## src/rtl/dec2to4_stream.sv

```systemverilog
// Stream 2-to-4 decoder: decodes priority-encoder codes into one-hot vectors,
// buffers them in a 2-entry FIFO and keeps saturating per-output pop statistics.
module dec2to4_stream #(
  parameter int CNT_W = 8
) (
  input  logic             clk,
  input  logic             rst_n,
  input  logic             in_valid,
  output logic             in_ready,
  input  logic [1:0]       q,
  input  logic             v,
  output logic             out_valid,
  input  logic             out_ready,
  output logic [3:0]       d,
  input  logic             clr_stats,
  input  logic [2:0]       stat_sel,
  output logic [CNT_W-1:0] stat_cnt
);

  typedef enum logic [1:0] {
    ST_EMPTY = 2'd0,
    ST_ONE   = 2'd1,
    ST_FULL  = 2'd2
  } state_t;

  state_t           state_r;
  state_t           state_nxt_s;
  logic             in_ready_s;
  logic             out_valid_s;
  logic             push_s;
  logic             pop_s;
  logic [3:0]       dec_s;
  logic [3:0]       head_r;
  logic [3:0]       tail_r;
  logic [CNT_W-1:0] hit_cnt_r [4];
  logic [CNT_W-1:0] null_cnt_r;
  logic [CNT_W-1:0] stat_cnt_s;

  function automatic logic [CNT_W-1:0] sat_inc(input logic [CNT_W-1:0] val);
    if (val == {CNT_W{1'b1}}) begin
      return val;
    end else begin
      return val + CNT_W'(1'b1);
    end
  endfunction

  assign push_s    = in_valid && in_ready_s;
  assign pop_s     = out_valid_s && out_ready;
  assign in_ready  = in_ready_s;
  assign out_valid = out_valid_s;
  assign d         = head_r;
  assign stat_cnt  = stat_cnt_s;

  // Decode the incoming code; q is meaningless when v is low.
  always_comb begin
    dec_s = 4'b0000;
    if (v) begin
      dec_s = 4'b0001 << q;
    end else begin
      dec_s = 4'b0000;
    end
  end

  // FSM state register: occupancy of the FIFO.
  always_ff @(posedge clk or negedge rst_n) begin
    if (!rst_n) begin
      state_r <= ST_EMPTY;
    end else begin
      state_r <= state_nxt_s;
    end
  end

  // FSM next-state logic.
  always_comb begin
    state_nxt_s = state_r;
    case (state_r)
      ST_EMPTY: begin
        if (push_s) state_nxt_s = ST_ONE;
        else        state_nxt_s = ST_EMPTY;
      end
      ST_ONE: begin
        if (push_s && !pop_s)      state_nxt_s = ST_FULL;
        else if (pop_s && !push_s) state_nxt_s = ST_EMPTY;
        else                       state_nxt_s = ST_ONE;
      end
      ST_FULL: begin
        if (pop_s) state_nxt_s = ST_ONE;
        else       state_nxt_s = ST_FULL;
      end
      default: state_nxt_s = ST_EMPTY;
    endcase
  end

  // FSM outputs; FULL never accepts, even while popping, so there is no bypass.
  always_comb begin
    in_ready_s  = 1'b1;
    out_valid_s = 1'b0;
    case (state_r)
      ST_EMPTY: begin
        in_ready_s  = 1'b1;
        out_valid_s = 1'b0;
      end
      ST_ONE: begin
        in_ready_s  = 1'b1;
        out_valid_s = 1'b1;
      end
      ST_FULL: begin
        in_ready_s  = 1'b0;
        out_valid_s = 1'b1;
      end
      default: begin
        in_ready_s  = 1'b0;
        out_valid_s = 1'b0;
      end
    endcase
  end

  // FIFO storage; vacated slots are zeroed so d reads 0000 whenever EMPTY.
  always_ff @(posedge clk or negedge rst_n) begin
    if (!rst_n) begin
      head_r <= 4'b0000;
      tail_r <= 4'b0000;
    end else begin
      case (state_r)
        ST_EMPTY: begin
          if (push_s) head_r <= dec_s;
        end
        ST_ONE: begin
          if (push_s && pop_s) head_r <= dec_s;
          else if (push_s)     tail_r <= dec_s;
          else if (pop_s)      head_r <= 4'b0000;
        end
        ST_FULL: begin
          if (pop_s) begin
            head_r <= tail_r;
            tail_r <= 4'b0000;
          end
        end
        default: begin
          head_r <= 4'b0000;
          tail_r <= 4'b0000;
        end
      endcase
    end
  end

  // Pop statistics; a clear takes priority over the increment of the same cycle.
  always_ff @(posedge clk or negedge rst_n) begin
    if (!rst_n) begin
      for (int i = 0; i < 4; i++) hit_cnt_r[i] <= {CNT_W{1'b0}};
      null_cnt_r <= {CNT_W{1'b0}};
    end else if (clr_stats) begin
      for (int i = 0; i < 4; i++) hit_cnt_r[i] <= {CNT_W{1'b0}};
      null_cnt_r <= {CNT_W{1'b0}};
    end else if (pop_s) begin
      if (head_r == 4'b0000) begin
        null_cnt_r <= sat_inc(null_cnt_r);
      end else begin
        for (int i = 0; i < 4; i++) begin
          if (head_r[i]) hit_cnt_r[i] <= sat_inc(hit_cnt_r[i]);
        end
      end
    end
  end

  // Statistics read mux.
  always_comb begin
    stat_cnt_s = {CNT_W{1'b0}};
    case (stat_sel)
      3'd0:    stat_cnt_s = hit_cnt_r[0];
      3'd1:    stat_cnt_s = hit_cnt_r[1];
      3'd2:    stat_cnt_s = hit_cnt_r[2];
      3'd3:    stat_cnt_s = hit_cnt_r[3];
      3'd4:    stat_cnt_s = null_cnt_r;
      default: stat_cnt_s = {CNT_W{1'b0}};
    endcase
  end

endmodule

```

## config.mk

```make
export PLATFORM = sky130hd
export DESIGN_NAME = dec2to4_stream
export DESIGN_NICKNAME = d
export VERILOG_FILES = /design/src/rtl/dec2to4_stream.sv
export SDC_FILE = /design/constraint.sdc
export NUM_CORES = 1
export LEC_CHECK = 0
export ABC_AREA = 1
export BUFFER_PORTS_ARGS = -buffer_cell sky130_fd_sc_hd__buf_4
export CAP_MARGIN = 15
export CORE_ASPECT_RATIO = 0.8
export CORE_MARGIN = 2
export CORE_UTILIZATION = 43
export CTS_CLUSTER_SIZE = 24
export DETAILED_ROUTE_END_ITERATION = 12
export GPL_ROUTABILITY_DRIVEN = 0
export MAX_ROUTING_LAYER = met4
export PLACE_DENSITY = 0.7
export SYNTH_ARGS = -nofsm -noshare
export SYNTH_HDL_FRONTEND = slang
export SYNTH_SLANG_ARGS = --single-unit
```

## constraint.sdc

```tcl
create_clock -name clk -period 2.6 [get_ports clk]
set_input_delay 0.52 -clock clk [delete_from_list [all_inputs] [get_ports clk]]
set_output_delay 0.52 -clock clk [all_outputs]
set_load 0.03 [all_outputs]
```

==> out/metrics.cfg, run 1 <==
[clock_tree]
cts_setup_buffers = 0
cts_buffer_depth = 2
h-tree-depth = 2
clkTransAtPathRegs_ps = 90
cts_inserted_buffers = 5
cts_tree = built
cts.sinks = 50
root_buffer = clkbuf_8
clock_latency_ps = 310
cts_resized = 0
holdBufCountCts = 0

[floorplanning]
coreArea_um2 = 7910
initial_core_util = 0.442
dieWidth_um = 105
num_rows = 29
num_io_pins = 25
fp.dieH_um = 84.6
dieArea_um2 = 8870

[finish]
syn_to_final_growth_pct = 11.8
antennaDiodeCount = 0
mostFrequentLayoutCell = nand2_1
drive_gt1_frac = 0.108
nets = 568
n_fill_cell = 798
final_cell_mix = nand2_1, nand3_1, inv_1
fin_area_um2 = 3910

[critical_path]
rr_startpoint = state_r[0]$_DFF_PN0_
slowest_stage = nor2_1
crit_family = simple AND/OR/NAND/NOR gates
worstSetupEndpointType = output port
arrival_ps = 1630
crit_buf_inv = 3
cp-start-kind = input pin
cp_data_required_time_ps = 2080
crit_top_cell = nand2_1
crit_chain = buf_4, nor2_1, nand2_1, inv_1, nand2_1, o21ai_0, nor2_1, nand2_1, buf_4
r2r_setup_slack_ps = 550
critPathMaxStageDelay_ps = 230
r2r_end = tail_r[0]$_DFFE_PN0P_
ff2ff_path_depth = 10
critPathKind = in2out
cp_max_fo = 7

[route]
routed_wirelength_mm = 8.29
drc = 0
wire_per_inst_um = 12.7
vias = 3335
viasPerCell = 5.10
ant_nets = 0
first_pass_iters = 7
drt_iter0_drc = 213

[synth]
syn_area_um2 = 3490
ys_warn_count = 0
ys_seq_area_frac = 0.358
avgSynthCellArea_um2 = 6.75
synth_area_leaders = dfrtp_1, nand2_1, nand3_1
synth_top_area_share = 0.358
syn_nets = 541
synthCells = 518
ys_seq_elements = 50
yosysTopAreaCell = dfrtp_1
yosysUniqueCellTypes = 26

[grt]
gr-total-overflow = 0
grt_max_degree = 51
grt_usage = 0.203
antenna_found_initial = 0
grt_pass1_wl_mm = 14.2
grt_pass1_vias = 3001

[run_status]
status = finished clean

[power_and_ir_drop]
switching_share = 0.382
switchingPower_mw = 0.836
power.internal_mw = 1.35
power.density_nw_per_um2 = 560
seqPwrFrac = 0.409
leakagePower_nw = 1.94
worst_ir_drop_vdd_uv = 472
combPwrFrac = 0.333
p_clk_frac = 0.258

[sta]
finalSetupTns_ps = 0
period_needed_ps = 2150
post-route-period-util = 0.825
max_freq_mhz = 466
clock_skew_ps = 12.5
finalHoldViolations = 0
finalSetupViolations = 0
slew_headroom = 0.567
slew_viol_final = 0
grt_setup_unrepaired = no
tightest_slew_ps = 650
holdWs_ps = 228
worst_slack_ps = 454

[worst_hold_path]
hp-class = in2async

[place]
dpl.hpwl_mm = 6.12
pre_cts_ws_ps = 486
io_buffers = 24
placed_area_um2 = 3790

[job]
maxCapViolCount = 0

power by group through the flow:
stage	combinational [mW]	clock, mW	sequential [mW]
after floorplan	0.474	0	0.939
after detailed placement	0.725	0	0.909
after global routing	0.813	0.620	0.903
final	0.728	0.565	0.895
after CTS	0.729	0.579	0.894
after global placement	0.721	0	0.907
metal layers:
metal | up-vias | global-route usage | share of wire
met5 | - | - | 0
met4 | 0 | 0.0570 | 0.016
met3 | 17 | 0.0365 | 0.058
met2 | 90 | 0.300 | 0.44
met1 | 1523 | 0.285 | 0.49
li1 | 1705 | - | -
sequential cells by signal (all words and copies together), names as in the netlist:
register and count:
null_cnt_r 8, state_r 2, tail_r 4, hit_cnt_r 32
d 4
area by class of cell:
class                      count  area [µm²]  area share
multi-input combinational    398        1980       0.506
clock buffer                   5        68.8      0.0176
clock inverter                 3        43.8      0.0112
inverter                      65         244      0.0625
timing repair buffer          25         188      0.0480
tap                          108         135      0.0346
sequential                    50        1250       0.320
synthesized netlist by cell type (all sizes together):
| master | n |
|---|---|
| nor2 | 65 |
| buf | 2 |
| a21oi | 8 |
| clkbuf | 3 |
| dfrtp | 50 |
| nand3 | 62 |
| ha | 12 |
| nor3 | 2 |
| o21bai | 2 |
| a31o | 1 |
| nand4 | 18 |
| or2 | 1 |
| inv | 65 |
| xor2 | 10 |
| nand2 | 193 |
| o21ai | 16 |
| o22ai | 8 |
through the flow:
stage,instances,utilization,total power [mW]
detailed placement,646,0.480,1.63
global route,654,0.494,2.34
finish,654,0.494,2.19
global placement,646,0.480,1.63
CTS,654,0.494,2.20
floorplan,518,-,1.41
logic make-up after synthesis:
group / Yosys count / synth area share
flops: 50 / 0.358
fa+ha+maj: 12 / 0.0430
buf+inv: 70 / 0.0766
simple gates: 341 / 0.428
xor+xnor: 10 / 0.0251
compound gates: 35 / 0.0695
worst max-delay path by stage:
stage	slack, ps	cells after the start	startpoint	end
2_1_floorplan	690	10	state_r[0]$_DFF_PN0_	tail_r[0]$_DFFE_PN0P_
3_3_place_gp	590	9	stat_sel[1]	stat_cnt[4]
3_5_place_dp	490	9	stat_sel[1]	stat_cnt[5]
4_1_cts	480	9	stat_sel[1]	stat_cnt[5]
5_1_grt	300	9	stat_sel[1]	stat_cnt[5]
6_report	450	9	stat_sel[1]	stat_cnt[5]
(Power assumes the default switching activity.)
==> inputs of run 2 (changes only) <==
--- a/config.mk
+++ b/config.mk
@@ -5,7 +5,7 @@
 export SDC_FILE = /design/constraint.sdc
 export NUM_CORES = 1
 export LEC_CHECK = 0
-export ABC_AREA = 1
+export ABC_AREA = 0
 export BUFFER_PORTS_ARGS = -buffer_cell sky130_fd_sc_hd__buf_4
 export CAP_MARGIN = 15
 export CORE_ASPECT_RATIO = 0.8
@@ -15,7 +15,7 @@
 export DETAILED_ROUTE_END_ITERATION = 12
 export GPL_ROUTABILITY_DRIVEN = 0
 export MAX_ROUTING_LAYER = met4
-export PLACE_DENSITY = 0.7
+export PLACE_DENSITY = 0.71
 export SYNTH_ARGS = -nofsm -noshare
 export SYNTH_HDL_FRONTEND = slang
 export SYNTH_SLANG_ARGS = --single-unit
==> constraint.sdc (replaced) <==
create_clock -name clk -period 2.23 [get_ports clk]
set_input_delay 0.446 -clock clk [delete_from_list [all_inputs] [get_ports clk]]
set_output_delay 0.446 -clock clk [all_outputs]
set_load 0.03 [all_outputs]
==> run 2 against run 1 <==
  * Sequential share of layout area is 4.2 points higher
  * Sequential power grew 21%
  * Design area down 12%
  * Synthesized cell count is 37% lower
  * Critical endpoint is now hit_cnt_r[5]$_DFFE_PN0P_
==> out/metrics.cfg, run 2 <==
[run_status]
status = finished clean

[synth]
ys_seq_area_frac = 0.410  ; +0.0516
ys_warn_count = 0  ; unchanged
yosysUniqueCellTypes = 49  ; +88%
yosysMostFrequentCell = dfrtp_1
syn_nets = 350  ; -35%
ys_seq_elements = 50  ; unchanged
synthMuxAreaShare = 0.0701  ; +0.0701
syn_area_um2 = 3050  ; -13%
synth-compound-area-share = 0.176  ; +0.106
synth-edff-count = 0  ; unchanged
synth_top_area_share = 0.410  ; +0.0516
avgSynthCellArea_um2 = 9.34  ; +38%
ys_top_cells_by_count = dfrtp_1, nor2_1, nand2_1
synthAdderAreaFrac = 0.0492  ; +0.00620
synth_flop_cell = dfrtp_1
yosys.area_share.simple = 0.226  ; -0.202
async_flop_share = 1.00  ; unchanged
synthXorXnorAreaFrac = 0.0430  ; +0.0180
synth_top_family_by_area = simple AND/OR/NAND/NOR gates
synthCells = 327  ; -37%
yosysTopAreaCell = dfrtp_1
synth_area_leaders = dfrtp_1, ha_1, nor2_1

[critical_path]
cp_data_required_time_ps = 2470  ; +390 ps
cp-start-kind = flip-flop
cp_max_fo = 7  ; unchanged
ff2ff_path_depth = 7  ; -3
rr_startpoint = state_r[0]$_DFF_PN0_
r2r_end = hit_cnt_r[5]$_DFFE_PN0P_
arrival_ps = 2380  ; +750 ps
worstSetupEndpointType = flip-flop
critPathKind = reg2reg
r2r_setup_slack_ps = 90  ; -460 ps

[finish]
largest_reg_flops = 32  ; unchanged
syn_to_final_growth_pct = 13.0
top_register = hit_cnt_r
nets = 373  ; -34%
n_fill_cell = 650  ; -19%
antennaDiodeCount = 0  ; unchanged
drive_gt1_frac = 0.151  ; +0.0429
reg.largest.list = hit_cnt_r (32), null_cnt_r (8)
fin_area_um2 = 3450  ; -12%
final_cell_mix = dfrtp_1, nor2_1, buf_4
mostFrequentLayoutCell = dfrtp_1

[sta]
clock_skew_ps = 9.43  ; -3.11 ps
slew_viol_final = 0  ; unchanged
worst_slack_ps = 88.7  ; -365 ps
finalSetupTns_ps = 0  ; unchanged
post-route-period-util = 0.960
finalSetupViolations = 0  ; unchanged
finalHoldViolations = 0  ; unchanged
period_needed_ps = 2140
slew_headroom = 0.566  ; -0.000697
tightest_slew_ps = 651  ; +1.05 ps
max_freq_mhz = 467

[clock_tree]
h-tree-depth = 2  ; unchanged
cts_buffer_depth = 2  ; unchanged
clock_latency_ps = 320  ; about the same
cts.sinks = 50  ; unchanged
cts_tree = built
clkTransAtPathRegs_ps = 100  ; about the same
holdBufCountCts = 0  ; unchanged
root_buffer = clkbuf_8
cts_inserted_buffers = 5  ; unchanged

[route]
routed_wirelength_mm = 7.18  ; -13%
vias = 2636  ; -21%
first_pass_iters = 5  ; -2
drt_iter0_drc = 241  ; +13%
viasPerCell = 6.02  ; +18%
ant_nets = 0  ; unchanged
wire_per_inst_um = 16.4  ; +29%
drc = 0  ; unchanged

[grt]
antenna_found_initial = 0  ; unchanged
gr-total-overflow = 0  ; unchanged
grt_usage = 0.196  ; -0.00718
grt_pass1_wl_mm = 12.0  ; -16%
grt_max_degree = 51  ; unchanged
grt_pass1_vias = 2435  ; -19%

[floorplanning]
coreArea_um2 = 6890  ; -13%
initial_core_util = 0.443  ; +0.00138
num_io_pins = 25  ; unchanged
fp.dieH_um = 79.4  ; -6.2%
dieArea_um2 = 7800  ; -12%
dieWidth_um = 98.2  ; -6.3%
num_rows = 27  ; -6.9%

[place]
dpl.hpwl_mm = 5.05  ; -17%
io_buffers = 24  ; unchanged
pre_cts_ws_ps = 41.2  ; -445 ps
placed_area_um2 = 3310  ; -13%

[job]
maxCapViolCount = 0  ; unchanged

[power_and_ir_drop]
worst_ir_drop_vdd_uv = 460  ; -2.5%
leakagePower_nw = 1.51  ; -22%
power.density_nw_per_um2 = 797  ; +42%

[worst_hold_path]
hp-class = in2async

==> run 2: cell types whose count changed in the layout (fill, tap and decap cells not counted), sizes merged, moves of 6 or more <==
cell	delta
nor2	-31
a31oi	+6
a22oi	+14
nand2	-169
a21oi	+9
and3	+10
inv	-59
mux2	+11
mux2i	+9
nand3	-46
nand4	-6
o21ai	-7
nor3	+6
==> run 2: layer usage <==
layer	share of wire	vias up	global-route usage
li1	-	1278	-
met1	0.52	1286	0.281
met2	0.43	59	0.284
met3	0.033	13	0.0298
met4	0.018	0	0.0671
met5	0	-	-
==> run 2: worst max path at each step <==
stage	startpoint	to	slack (ps)	cells past startpoint
detailed placement	state_r[1]$_DFF_PN0_	d[0]$_DFFE_PN0P_	40	9
global placement	state_r[0]$_DFF_PN0_	d[0]$_DFFE_PN0P_	130	8
finish	state_r[0]$_DFF_PN0_	hit_cnt_r[5]$_DFFE_PN0P_	90	7
CTS	state_r[1]$_DFF_PN0_	d[0]$_DFFE_PN0P_	20	9
global route	state_r[0]$_DFF_PN0_	hit_cnt_r[5]$_DFFE_PN0P_	-10	7
floorplan	state_r[0]$_DFF_PN0_	d[0]$_DFFE_PN0P_	80	9
==> run 2: cell type report <==
cell class              count  area (µm²)  area share
clock inverters             1        30.0     0.00870
inverters                   7        26.3     0.00761
repair buffers             29         218      0.0631
well taps                  87         109      0.0315
multi-input cells         257        1740       0.504
flip-flops and latches     50        1250       0.363
clock buffers               7        76.3      0.0221
==> run 2: critical path: stages, from the launching register on <==
cell	delay (ps)
dfrtp_1	410
inv_2	70
ha_1	350
buf_4	160
and3_1	210
nand4_1	190
or4_1	510
a21oi_1	160
==> run 2: what timing repair did <==
| item | CTS | global route |
|---|---|---|
| endpoints found under the setup margin | 0 | 10 |
| resized for setup | 0 | 6 |
| buffers inserted | 0 | 2 |
==> run 2: cells by family (layout without fill, tap and decap cells) <==
logic type	count (synthesis)	after routing
simple gates	131	131
compound gates	79	79
flops	50	50
mux	20	20
buf+inv	20	44
xor+xnor	15	15
fa+ha+maj	12	12
==> run 2: power breakdown <==
group          total [mW]  internal, mW  switching (mW)  leakage [nW]
Combinational        1.01         0.404           0.605         0.760
Sequential           1.08         0.983          0.0946         0.694
Clock               0.664         0.337           0.327        0.0524
==> run 2: stage by stage <==
step | cells | power, mW | util | hold WS, ps
CTS | 436 | 2.70 | 0.496 | 177
detailed placement | 428 | 2.06 | 0.481 | 489
global placement | 428 | 2.03 | 0.481 | 474
floorplan | 327 | 1.75 | - | 150
finish | 438 | 2.75 | 0.501 | 145
global route | 438 | 2.89 | 0.501 | 205
